### src/rtl/pool_mem_write_ctrl_pkg.sv
// Shared types and helpers for the pooling-layer output write controller.
package pool_mem_pkg;

    typedef enum logic [1:0] {
        IDLE  = 2'd0,
        WRITE = 2'd1,
        DONE  = 2'd2
    } wr_state_t;

    // Width needed to hold the values 0..n-1, never less than one bit.
    function automatic int clog2_min1(input int n);
        return (n <= 2) ? 1 : $clog2(n);
    endfunction

endpackage

### src/rtl/pool_mem_write_ctrl_if.sv
// Handshake/bus bundle between a pooling unit and the output write controller.
// The optional base_addr input exists only when POOL_WR_BASE_EN is defined.
interface pool_mem_write_ctrl_if
    import pool_mem_pkg::*;
#(
    parameter int CHANNELS = 1,
    parameter int ADDR_W   = 4
) ();

    localparam int CH_W = clog2_min1(CHANNELS);

    logic                start;
    logic                enable;
`ifdef POOL_WR_BASE_EN
    logic [ADDR_W-1:0]   base_addr;
`endif
    logic [CHANNELS-1:0] wr_en;
    logic [ADDR_W-1:0]   addr;
    logic [CH_W-1:0]     ch;
    logic                busy;
    logic                done;

    // Pooling unit / sequencer side.
    modport master (
        output start,
        output enable,
`ifdef POOL_WR_BASE_EN
        output base_addr,
`endif
        input  wr_en,
        input  addr,
        input  ch,
        input  busy,
        input  done
    );

    // Write controller side.
    modport slave (
        input  start,
        input  enable,
`ifdef POOL_WR_BASE_EN
        input  base_addr,
`endif
        output wr_en,
        output addr,
        output ch,
        output busy,
        output done
    );

endinterface

### src/rtl/pool_mem_write_ctrl_wrap_counter.sv
// Modulo-N counter with synchronous clear and a terminal-count flag.
module wrap_counter
    import pool_mem_pkg::*;
#(
    parameter int N = 4
) (
    input  logic                       clk,
    input  logic                       reset,
    input  logic                       clr,
    input  logic                       inc,
    output logic [clog2_min1(N)-1:0]   cnt,
    output logic                       last
);

    localparam int W = clog2_min1(N);

    assign last = (cnt == W'(N - 1));

    // Count 0..N-1 on each inc, wrapping after N-1; clr restarts at zero.
    always_ff @(posedge clk or posedge reset) begin
        if (reset) begin
            cnt <= '0;
        end else if (clr) begin
            cnt <= '0;
        end else if (inc) begin
            cnt <= last ? '0 : cnt + W'(1);
        end
    end

endmodule

### src/rtl/pool_mem_write_ctrl.sv
// Write-address generator for pooling-layer output RAMs: one write per
// enabled cycle, channel innermost, then column, then row.
// Optional feature macro: POOL_WR_BASE_EN adds a base address latched on start.
module pool_mem_write_ctrl
    import pool_mem_pkg::*;
#(
    parameter int IMG_W    = 4,
    parameter int IMG_H    = 4,
    parameter int CHANNELS = 1,
    parameter int ADDR_W   = clog2_min1(IMG_W * IMG_H)
) (
    input  logic                  clk,
    input  logic                  reset,
    pool_mem_write_ctrl_if.slave  bus
);

    localparam int CH_W  = clog2_min1(CHANNELS);
    localparam int COL_W = clog2_min1(IMG_W);
    localparam int ROW_W = clog2_min1(IMG_H);

    wr_state_t         state_q;
    wr_state_t         state_d;
    logic              accept;
    logic              fire;
    logic              terminal;
    logic              ch_last;
    logic              col_last;
    logic              row_last;
    logic [CH_W-1:0]   ch_cnt;
    logic [COL_W-1:0]  col_cnt;
    logic [ROW_W-1:0]  row_cnt;
    logic [ADDR_W-1:0] addr_q;
    logic [ADDR_W-1:0] start_base;
    logic [ADDR_W-1:0] wrap_base;
    logic              unused_cnt_bits;

    // A start is only honoured outside a pass; a write only happens inside one.
    assign accept   = bus.start && (state_q != WRITE);
    assign fire     = bus.enable && (state_q == WRITE);
    assign terminal = fire && ch_last && col_last && row_last;

    // Column/row positions are tracked only for their terminal flags; the
    // address runs as its own incrementer so no multiply is needed.
    assign unused_cnt_bits = ^{col_cnt, row_cnt};

`ifdef POOL_WR_BASE_EN
    logic [ADDR_W-1:0] base_q;

    assign start_base = bus.base_addr;
    assign wrap_base  = base_q;

    // Hold the base offset of the current map for the whole pass.
    always_ff @(posedge clk or posedge reset) begin
        if (reset) begin
            base_q <= '0;
        end else if (accept) begin
            base_q <= bus.base_addr;
        end
    end
`else
    assign start_base = '0;
    assign wrap_base  = '0;
`endif

    wrap_counter #(.N(CHANNELS)) u_ch_cnt (
        .clk   (clk),
        .reset (reset),
        .clr   (accept),
        .inc   (fire),
        .cnt   (ch_cnt),
        .last  (ch_last)
    );

    wrap_counter #(.N(IMG_W)) u_col_cnt (
        .clk   (clk),
        .reset (reset),
        .clr   (accept),
        .inc   (fire && ch_last),
        .cnt   (col_cnt),
        .last  (col_last)
    );

    wrap_counter #(.N(IMG_H)) u_row_cnt (
        .clk   (clk),
        .reset (reset),
        .clr   (accept),
        .inc   (fire && ch_last && col_last),
        .cnt   (row_cnt),
        .last  (row_last)
    );

    // Pixel address steps once per pixel (after the last channel) and
    // returns to the base when the final pixel of the map retires.
    always_ff @(posedge clk or posedge reset) begin
        if (reset) begin
            addr_q <= '0;
        end else if (accept) begin
            addr_q <= start_base;
        end else if (fire && ch_last) begin
            addr_q <= terminal ? wrap_base : addr_q + ADDR_W'(1);
        end
    end

    // State register.
    always_ff @(posedge clk or posedge reset) begin
        if (reset) begin
            state_q <= IDLE;
        end else begin
            state_q <= state_d;
        end
    end

    // Next-state: start opens a pass, the terminal write closes it.
    always_comb begin
        state_d = state_q;
        case (state_q)
            IDLE:    if (bus.start) state_d = WRITE;
            WRITE:   if (terminal)  state_d = DONE;
            DONE:    if (bus.start) state_d = WRITE;
            default: state_d = IDLE;
        endcase
    end

    // One-hot write strobe to the channel RAM selected this cycle.
    always_comb begin
        bus.wr_en = '0;
        for (int i = 0; i < CHANNELS; i++) begin
            bus.wr_en[i] = fire && (ch_cnt == CH_W'(i));
        end
    end

    assign bus.addr = addr_q;
    assign bus.ch   = ch_cnt;
    assign bus.busy = (state_q == WRITE);
    assign bus.done = (state_q == DONE);

endmodule

### src/flat_wrapper.sv
// flat-port wrapper written by rule: the top's interface ports become plain ports
module pool_mem_write_ctrl_flat import pool_mem_pkg::*;
#(
    parameter int IMG_W    = 4,
    parameter int IMG_H    = 4,
    parameter int CHANNELS = 1,
    parameter int ADDR_W   = clog2_min1(IMG_W * IMG_H)
)
  (clk, reset, bus_start, bus_enable, bus_wr_en, bus_addr, bus_ch, bus_busy, bus_done);
  pool_mem_write_ctrl_if #(.CHANNELS(CHANNELS), .ADDR_W(ADDR_W)) bus_i ();
  input  logic clk;
  input  logic reset;
  input wire logic [$bits(bus_i.start)-1:0] bus_start;
  input wire logic [$bits(bus_i.enable)-1:0] bus_enable;
  output wire logic [$bits(bus_i.wr_en)-1:0] bus_wr_en;
  output wire logic [$bits(bus_i.addr)-1:0] bus_addr;
  output wire logic [$bits(bus_i.ch)-1:0] bus_ch;
  output wire logic [$bits(bus_i.busy)-1:0] bus_busy;
  output wire logic [$bits(bus_i.done)-1:0] bus_done;
  assign bus_i.start = bus_start;
  assign bus_i.enable = bus_enable;
  assign bus_wr_en = bus_i.wr_en;
  assign bus_addr = bus_i.addr;
  assign bus_ch = bus_i.ch;
  assign bus_busy = bus_i.busy;
  assign bus_done = bus_i.done;
  pool_mem_write_ctrl #(.IMG_W(IMG_W), .IMG_H(IMG_H), .CHANNELS(CHANNELS), .ADDR_W(ADDR_W)) u_core (.clk(clk), .reset(reset), .bus(bus_i));
endmodule
### config.mk
export PLATFORM = sky130hd
export DESIGN_NAME = pool_mem_write_ctrl_flat
export DESIGN_NICKNAME = d
export VERILOG_FILES = /design/src/rtl/pool_mem_write_ctrl_pkg.sv /design/src/rtl/pool_mem_write_ctrl_if.sv /design/src/rtl/pool_mem_write_ctrl_wrap_counter.sv /design/src/rtl/pool_mem_write_ctrl.sv /design/src/flat_wrapper.sv
export SDC_FILE = /design/constraint.sdc
export NUM_CORES = 1
export LEC_CHECK = 0
export BUFFER_PORTS_ARGS = -buffer_cell sky130_fd_sc_hd__buf_2
export CORE_AREA = 2 2 39 41
export CTS_BUF_LIST = sky130_fd_sc_hd__clkbuf_16
export DETAILED_ROUTE_END_ITERATION = 7
export DIE_AREA = 0 0 41 43
export PLACE_DENSITY = 0.65
export SETUP_SLACK_MARGIN = 0.5
export SYNTH_ARGS = -nofsm -noshare
export SYNTH_HDL_FRONTEND = slang
export SYNTH_SLANG_ARGS = --single-unit
### constraint.sdc
create_clock -name clk -period 2.7 [get_ports clk]
set_input_delay 0.27 -clock clk [delete_from_list [all_inputs] [get_ports clk]]
set_output_delay 0.27 -clock clk [all_outputs]
set_load 0.05 [all_outputs]
==> flow_metrics.py, run 1 <==
metrics = {
    "clock_network": {
        "cts_setup_buffers": 0,
        "cts_hold_buf": 0,
        "cts_sinks": 10,
        "cts.repair.resized": 0,
        "clk_pin_slew_ps": 40,
        "cts_root_buffer": "clkbuf_16",
        "clk_latency_ps": 230,
        "clock_path_buffers": 2,
        "tritoncts": "yes",
        "ctsHtreeMaxLevel": 1,
        "numCtsBuffers": 3,
    },
    "sta": {
        "fin_setup_tns_ps": 0,
        "setup_viol": 0,
        "max_freq_mhz": 617.6,
        "hold_viol_final": 0,
        "period_share": 0.5997,
        "clock_skew_ps": 0.7236,
        "finalWorstPathRequiredPeriod_ps": 1619,
        "slew_violations": 0,
        "rsz0062_at_grt": "false",
    },
    "final_layout": {
        "fillers": 129,
        "nets": 70,
        "instances_no_fill": 77,
        "drive_gt1_frac": 0.3115,
        "syn_to_final_growth_pct": 26.25,
        "multiInputGateArea_sq_um": 255.2,
        "regArea_sq_um": 250.2,
        "diodes": 0,
    },
    "grt": {
        "gr-total-overflow": 0,
        "grt_start_max_net_pins": 11,
        "grt_pass1_vias": 399,
        "antenna_found_initial": 0,
        "grtUsageTotal": 0.1490,
        "grt_pass1_wl_microns": 1731,
    },
    "logic_synthesis": {
        "yosysTopAreaCell": "dfrtp_1",
        "ys_top_cells_by_area": "dfrtp_1 48%, ha_1 7.2%, a21oi_1 4.8%",
        "ys_types": 26,
        "syn_avg_cell_area_sq_um": 10.70,
        "synth_edf_count": 0,
        "synthCells": 49,
        "synth_common_cells": "10 x dfrtp_1, 5 x a21oi_1, 4 x nand2_1, 3 x ha_1",
        "synth_ff_type": "dfrtp_1",
        "synth_top_cell_area_share": 0.4773,
        "syn_nets": 56,
        "syn_area_sq_um": 524.3,
        "seq_area_frac_synth": 0.4773,
        "yosysWarningCount": 0,
        "synth-seq-cells": 10,
        "synth.most_common_cell": "dfrtp_1",
        "postSynth.asyncResetShare": 1.000,
    },
    "floorplanning": {
        "rows": 14,
        "die_w_microns": 41,
        "io_pins": 12,
        "core_sq_mm": 0.001384,
        "initial_utilization": 0.3788,
        "dieArea_sq_mm": 0.001763,
        "die_h_microns": 43,
    },
    "setup_path": {
        "slowest_stage": "dfrtp_1",
        "crit_path_start": "u_core.state_q[1]",
        "arrival_ps": 1350,
        "cp_cell_sequence": "nand3b_2 > inv_2 > buf_2",
        "worstSetupPathType": "register to output pin",
        "r2r_cells": 4,
        "r2r-end": "u_core.bus.addr[3]",
        "cp_max_fo": 7,
        "max_stage_delay_ps": 400,
        "endpoint_kind": "output pin",
        "rrSetupSlack_ps": 1340,
        "r2r_start": "u_core.u_col_cnt.cnt[0]",
        "worstPathRequired_ps": 2430,
        "start_kind": "register",
    },
    "detailed_routing": {
        "dr.pass1.iters": 4,
        "drt_iter0_drc": 4,
        "via_per_inst": 5.234,
        "via_count": 403,
        "drt_wl_total_microns": 990,
        "wire_per_inst_microns": 12.86,
        "antenna_left": 0,
        "drc": 0,
    },
    "placed_design": {
        "gp_congestion": 0.8365,
        "dp_hpwl_microns": 752.4,
        "dp_cells": 74,
        "io_buffers": 10,
    },
    "outcome": {
        "run_status": "finished clean",
    },
    "run": {
        "max_cap_violations": 0,
    },
    "power": {
        "p_leak_uw": 0.0003292,
        "ir_drop_uv": 550.0,
        "power_density_mw_per_mm2": 1383,
    },
    "hold_path": {
        "hold_class": "primary input to asynchronous set/reset pin",
    },
}
[sequential cells by signal, indices dropped and copies added (netlist names)]
name                  cells
u_core.bus.addr           4
u_core.state_q            2
u_core.u_col_cnt.cnt      2
u_core.u_row_cnt.cnt      2
[stage by stage]
stage / hold slack, ps / area (sq um) / setup slack, ps / util / power, uW
after global routing: 64.04 / 661.9 / 999.5 / 0.4783 / 966.8
after CTS: 20.19 / 661.9 / 1078 / 0.4783 / 922.8
after floorplan: 110.2 / 524.3 / 1270 / - / 577.3
after global placement: 269.5 / 586.8 / 1331 / 0.4241 / 659.5
final: 8.282 / 661.9 / 1081 / 0.4783 / 915.7
after detailed placement: 275.4 / 586.8 / 1341 / 0.4241 / 664.1
[layout make-up]
type,instances,area share
sequential,10,0.3781
timing repair buffer,10,0.07561
multi-input combinational,35,0.3856
clock buffer,3,0.1134
inverter,3,0.01701
tap,16,0.03025
[how the worst max path moves through the flow]
stage	end	slack, ps	cells past startpoint
CTS	bus_wr_en	1080	3
floorplan	bus_done	1270	1
finish	bus_wr_en	1080	3
global placement	bus_wr_en	1330	3
detailed placement	bus_wr_en	1340	3
global route	bus_wr_en	1000	3
[cell families after synthesis]
group	count (synthesis)	synth area share
buffers and inverters	4	0.03580
DFF	10	0.4773
adders and majority gates	3	0.07161
other	1	0.007153
AOI/OAI and AO/OA	14	0.1886
and+or+nand+nor	16	0.1981
muxes	1	0.02148
[where the power goes]
| group | switching (uW) | total, uW | internal, uW | leakage (uW) |
|---|---|---|---|---|
| Sequential | 56.8 | 271 | 214 | 0.000124 |
| Clock | 65.6 | 257 | 192 | 0.0000370 |
| Combinational | 254 | 388 | 134 | 0.000168 |
[cells in the final DEF, fill, tap and decap left out, types with 2 or more instances in the layout]
cell type   n
buf_2      10
dfrtp_1    10
a21oi_1     5
nand2_1     4
ha_1        3
clkbuf_16   3
nand3_1     2
nand4b_1    2
inv_1       2
a22o_1      2
o21ai_1     2
[worst max-delay path, delay by kind of cell, from the launching register on]
| kind | cells | cell delay, ps |
|---|---|---|
| buf+inv | 2 | 410 |
| flops | 1 | 400 |
| simple gates | 1 | 310 |
[metal layers]
layer / vias up / part of all wire / track usage
li1: 206 / - / -
met1: 186 / 0.43 / 0.2034
met2: 9 / 0.51 / 0.2094
met3: 2 / 0.040 / 0.03665
met4: 0 / 0.022 / 0.08000
met5: - / 0 / 0
Power figures use the tool's default switching activity.
==> inputs of run 2 (changes only) <==
--- a/config.mk
+++ b/config.mk
@@ -10,7 +10,7 @@
 export CTS_BUF_LIST = sky130_fd_sc_hd__clkbuf_16
 export DETAILED_ROUTE_END_ITERATION = 7
 export DIE_AREA = 0 0 41 43
-export PLACE_DENSITY = 0.65
+export PLACE_DENSITY = 0.68
 export SETUP_SLACK_MARGIN = 0.5
 export SYNTH_ARGS = -nofsm -noshare
 export SYNTH_HDL_FRONTEND = slang
==> constraint.sdc (replaced) <==
create_clock -name clk -period 1.4 [get_ports clk]
set_input_delay 0.14 -clock clk [delete_from_list [all_inputs] [get_ports clk]]
set_output_delay 0.14 -clock clk [all_outputs]
set_load 0.05 [all_outputs]
==> run 2 against run 1 <==
Against the previous run: register-to-register slack got worse by 1200 ps; worst setup slack got worse by 920 ps; sequential share of layout area decreased by 9.4 points; critical endpoint unchanged; non-clock buffer count increased by 13; largest cell class unchanged; final cell count increased by 18%; global-route usage increased by 3.2 points.
==> flow_metrics.py, run 2 (same netlist as run 1, synthesis figures left out) <==
metrics = {
    "run": {
        "max_cap_violations": 0,
    },
    "sta": {
        "rsz0062_at_grt": "true",
        "fin_setup_tns_ps": 0,
        "finalWorstPathRequiredPeriod_ps": 1238,
        "max_freq_mhz": 807.6,
        "setup_viol": 0,
        "slew_violations": 0,
        "period_share": 0.8845,
        "clock_skew_ps": 2.615,
        "hold_viol_final": 0,
    },
    "final_layout": {
        "layout_common_cells": "10 x buf_4, 7 x buf_6, 6 x dfrtp_1",
        "regArea_sq_um": 255.2,
        "drive_gt1_frac": 0.5867,
        "diodes": 0,
        "syn_to_final_growth_pct": 71.60,
        "nets": 83,
        "fillers": 110,
        "instances_no_fill": 91,
        "layout_commonest_cell": "buf_4",
        "largest_reg_flops": 4,
        "multiInputGateArea_sq_um": 316.6,
    },
    "hold_path": {
        "hold_class": "primary input to register",
        "hold-path-cell-count": 3,
        "min_from": "bus_start",
        "holdPathEnd": "u_core.state_q[1]",
    },
    "detailed_routing": {
        "drc": 0,
        "wire_per_inst_microns": 13.69,
        "via_count": 476,
        "dr.pass1.iters": 2,
        "antenna_left": 0,
        "via_per_inst": 5.231,
        "drt_iter0_drc": 6,
        "drt_wl_total_microns": 1246,
    },
    "placed_design": {
        "dp_cells": 74,
        "gp_congestion": 0.7163,
        "dp_hpwl_microns": 791.3,
        "io_buffers": 10,
    },
    "setup_path": {
        "r2r_cells": 3,
        "arrival_ps": 1100,
        "start_kind": "register",
        "max_stage_delay_ps": 390,
        "cp_max_fo": 6,
        "r2r-end": "u_core.bus.addr[3]",
        "slowest_stage": "dfrtp_1",
        "r2r_start": "u_core.state_q[0]",
        "endpoint_kind": "output pin",
        "rrSetupSlack_ps": 170,
        "cp_cell_sequence": "nand3b_4 > clkinv_4 > buf_8",
        "worstSetupPathType": "register to output pin",
        "worstPathRequired_ps": 1260,
    },
    "floorplanning": {
        "rows": 14,
        "die_w_microns": 41,
        "core_sq_mm": 0.001384,
        "die_h_microns": 43,
        "io_pins": 12,
        "initial_utilization": 0.3788,
        "dieArea_sq_mm": 0.001763,
    },
    "grt": {
        "gr-total-overflow": 0,
        "grtUsageTotal": 0.1807,
        "grt_start_max_net_pins": 11,
        "grt_pass1_wl_microns": 2070,
        "grt_pass1_vias": 466,
        "antenna_found_initial": 0,
    },
    "power": {
        "power_density_mw_per_mm2": 2504,
        "ir_drop_uv": 1314,
        "p_sw_uw": 871.6,
        "pwr-share-clk": 0.228,
        "combPwrFrac": 0.519,
        "power_frac_seq": 0.252,
        "p_int_uw": 1381,
        "p_sw_frac": 0.3870,
        "p_leak_uw": 0.0004106,
    },
    "clock_network": {
        "tritoncts": "yes",
        "ctsHtreeMaxLevel": 1,
        "clk_latency_ps": 240,
        "clock_path_buffers": 2,
        "numCtsBuffers": 3,
        "clk_pin_slew_ps": 40,
        "cts_sinks": 10,
        "cts_root_buffer": "clkbuf_16",
    },
    "outcome": {
        "run_status": "finished clean",
    },
}
run 2: cell count changes in the layout (fill, tap and decap cells not counted), sizes merged:
cell,delta
buf,+12
clkinv,+2
inv,-2
clkinvlp,+1
dlygate4sd3,+1
run 2: routing by layer:
layer  GRT usage  wire length (microns)  vias to the layer above
met2      0.2531                    609                        9
met3     0.06283                     54                        4
met1      0.2333                    556                      232
met5           0                      0                        -
met4      0.1000                     26                        0
li1            -                      -                      231
run 2: power by group through the flow:
stage               Combinational (uW)  Sequential (uW)  Clock, uW
floorplan                          456              724          0
global placement                   785              549          0
detailed placement                 796              554          0
CTS                               1140              566        518
global route                      1260              590        545
finish                            1170              569        514
run 2: what timing repair did:
item | CTS | global route
endpoints found under the setup margin | 17 | 21
gates resized for setup | 23 | 6
hold buffers | 1 | 0
pin swaps | 10 | 2
endpoints found under the hold margin | 10 | 0
setup buffers | 12 | 0
run 2: per-stage QoR:
| step | hold WS, ps | area, sq um | setup slack (ps) | util | power [uW] |
|---|---|---|---|---|---|
| floorplan | -20.02 | 554.3 | 127.3 | - | 1179 |
| finish | 213.2 | 899.6 | 161.7 | 0.6501 | 2252 |
| global placement | 138.5 | 616.8 | 120.9 | 0.4458 | 1334 |
| detailed placement | 148.7 | 616.8 | 86.48 | 0.4458 | 1350 |
| global route | 215.9 | 899.6 | 115.9 | 0.6501 | 2390 |
| CTS | 214.4 | 880.8 | 160.2 | 0.6365 | 2221 |
run 2: worst max path at each step:
stage                           start                  to  slack [ps]  cells past startpoint
floorplan           u_core.state_q[0]  u_core.bus.addr[0]         130                      3
detailed placement  u_core.state_q[1]  u_core.bus.addr[3]          90                      3
global route        u_core.state_q[1]           bus_wr_en         120                      3
CTS                 u_core.state_q[1]           bus_wr_en         160                      3
global placement    u_core.state_q[1]  u_core.bus.addr[0]         120                      3
finish              u_core.state_q[1]           bus_wr_en         160                      3
run 2: layout make-up:
cell class                      instances  share of cell area
Inverter                                3             0.02225
Tap cell                               16             0.02225
Sequential cell                        10              0.2837
Timing Repair Buffer                   23              0.2323
Clock inverter                          1            0.004172
Clock buffer                            3             0.08345
Multi-Input combinational cell         35              0.3519
run 2: worst max-delay path: cells and delay by family (launching register included):
family,cells,cell delay [ps]
flops,1,390
buf+inv,2,240
simple gates,1,220
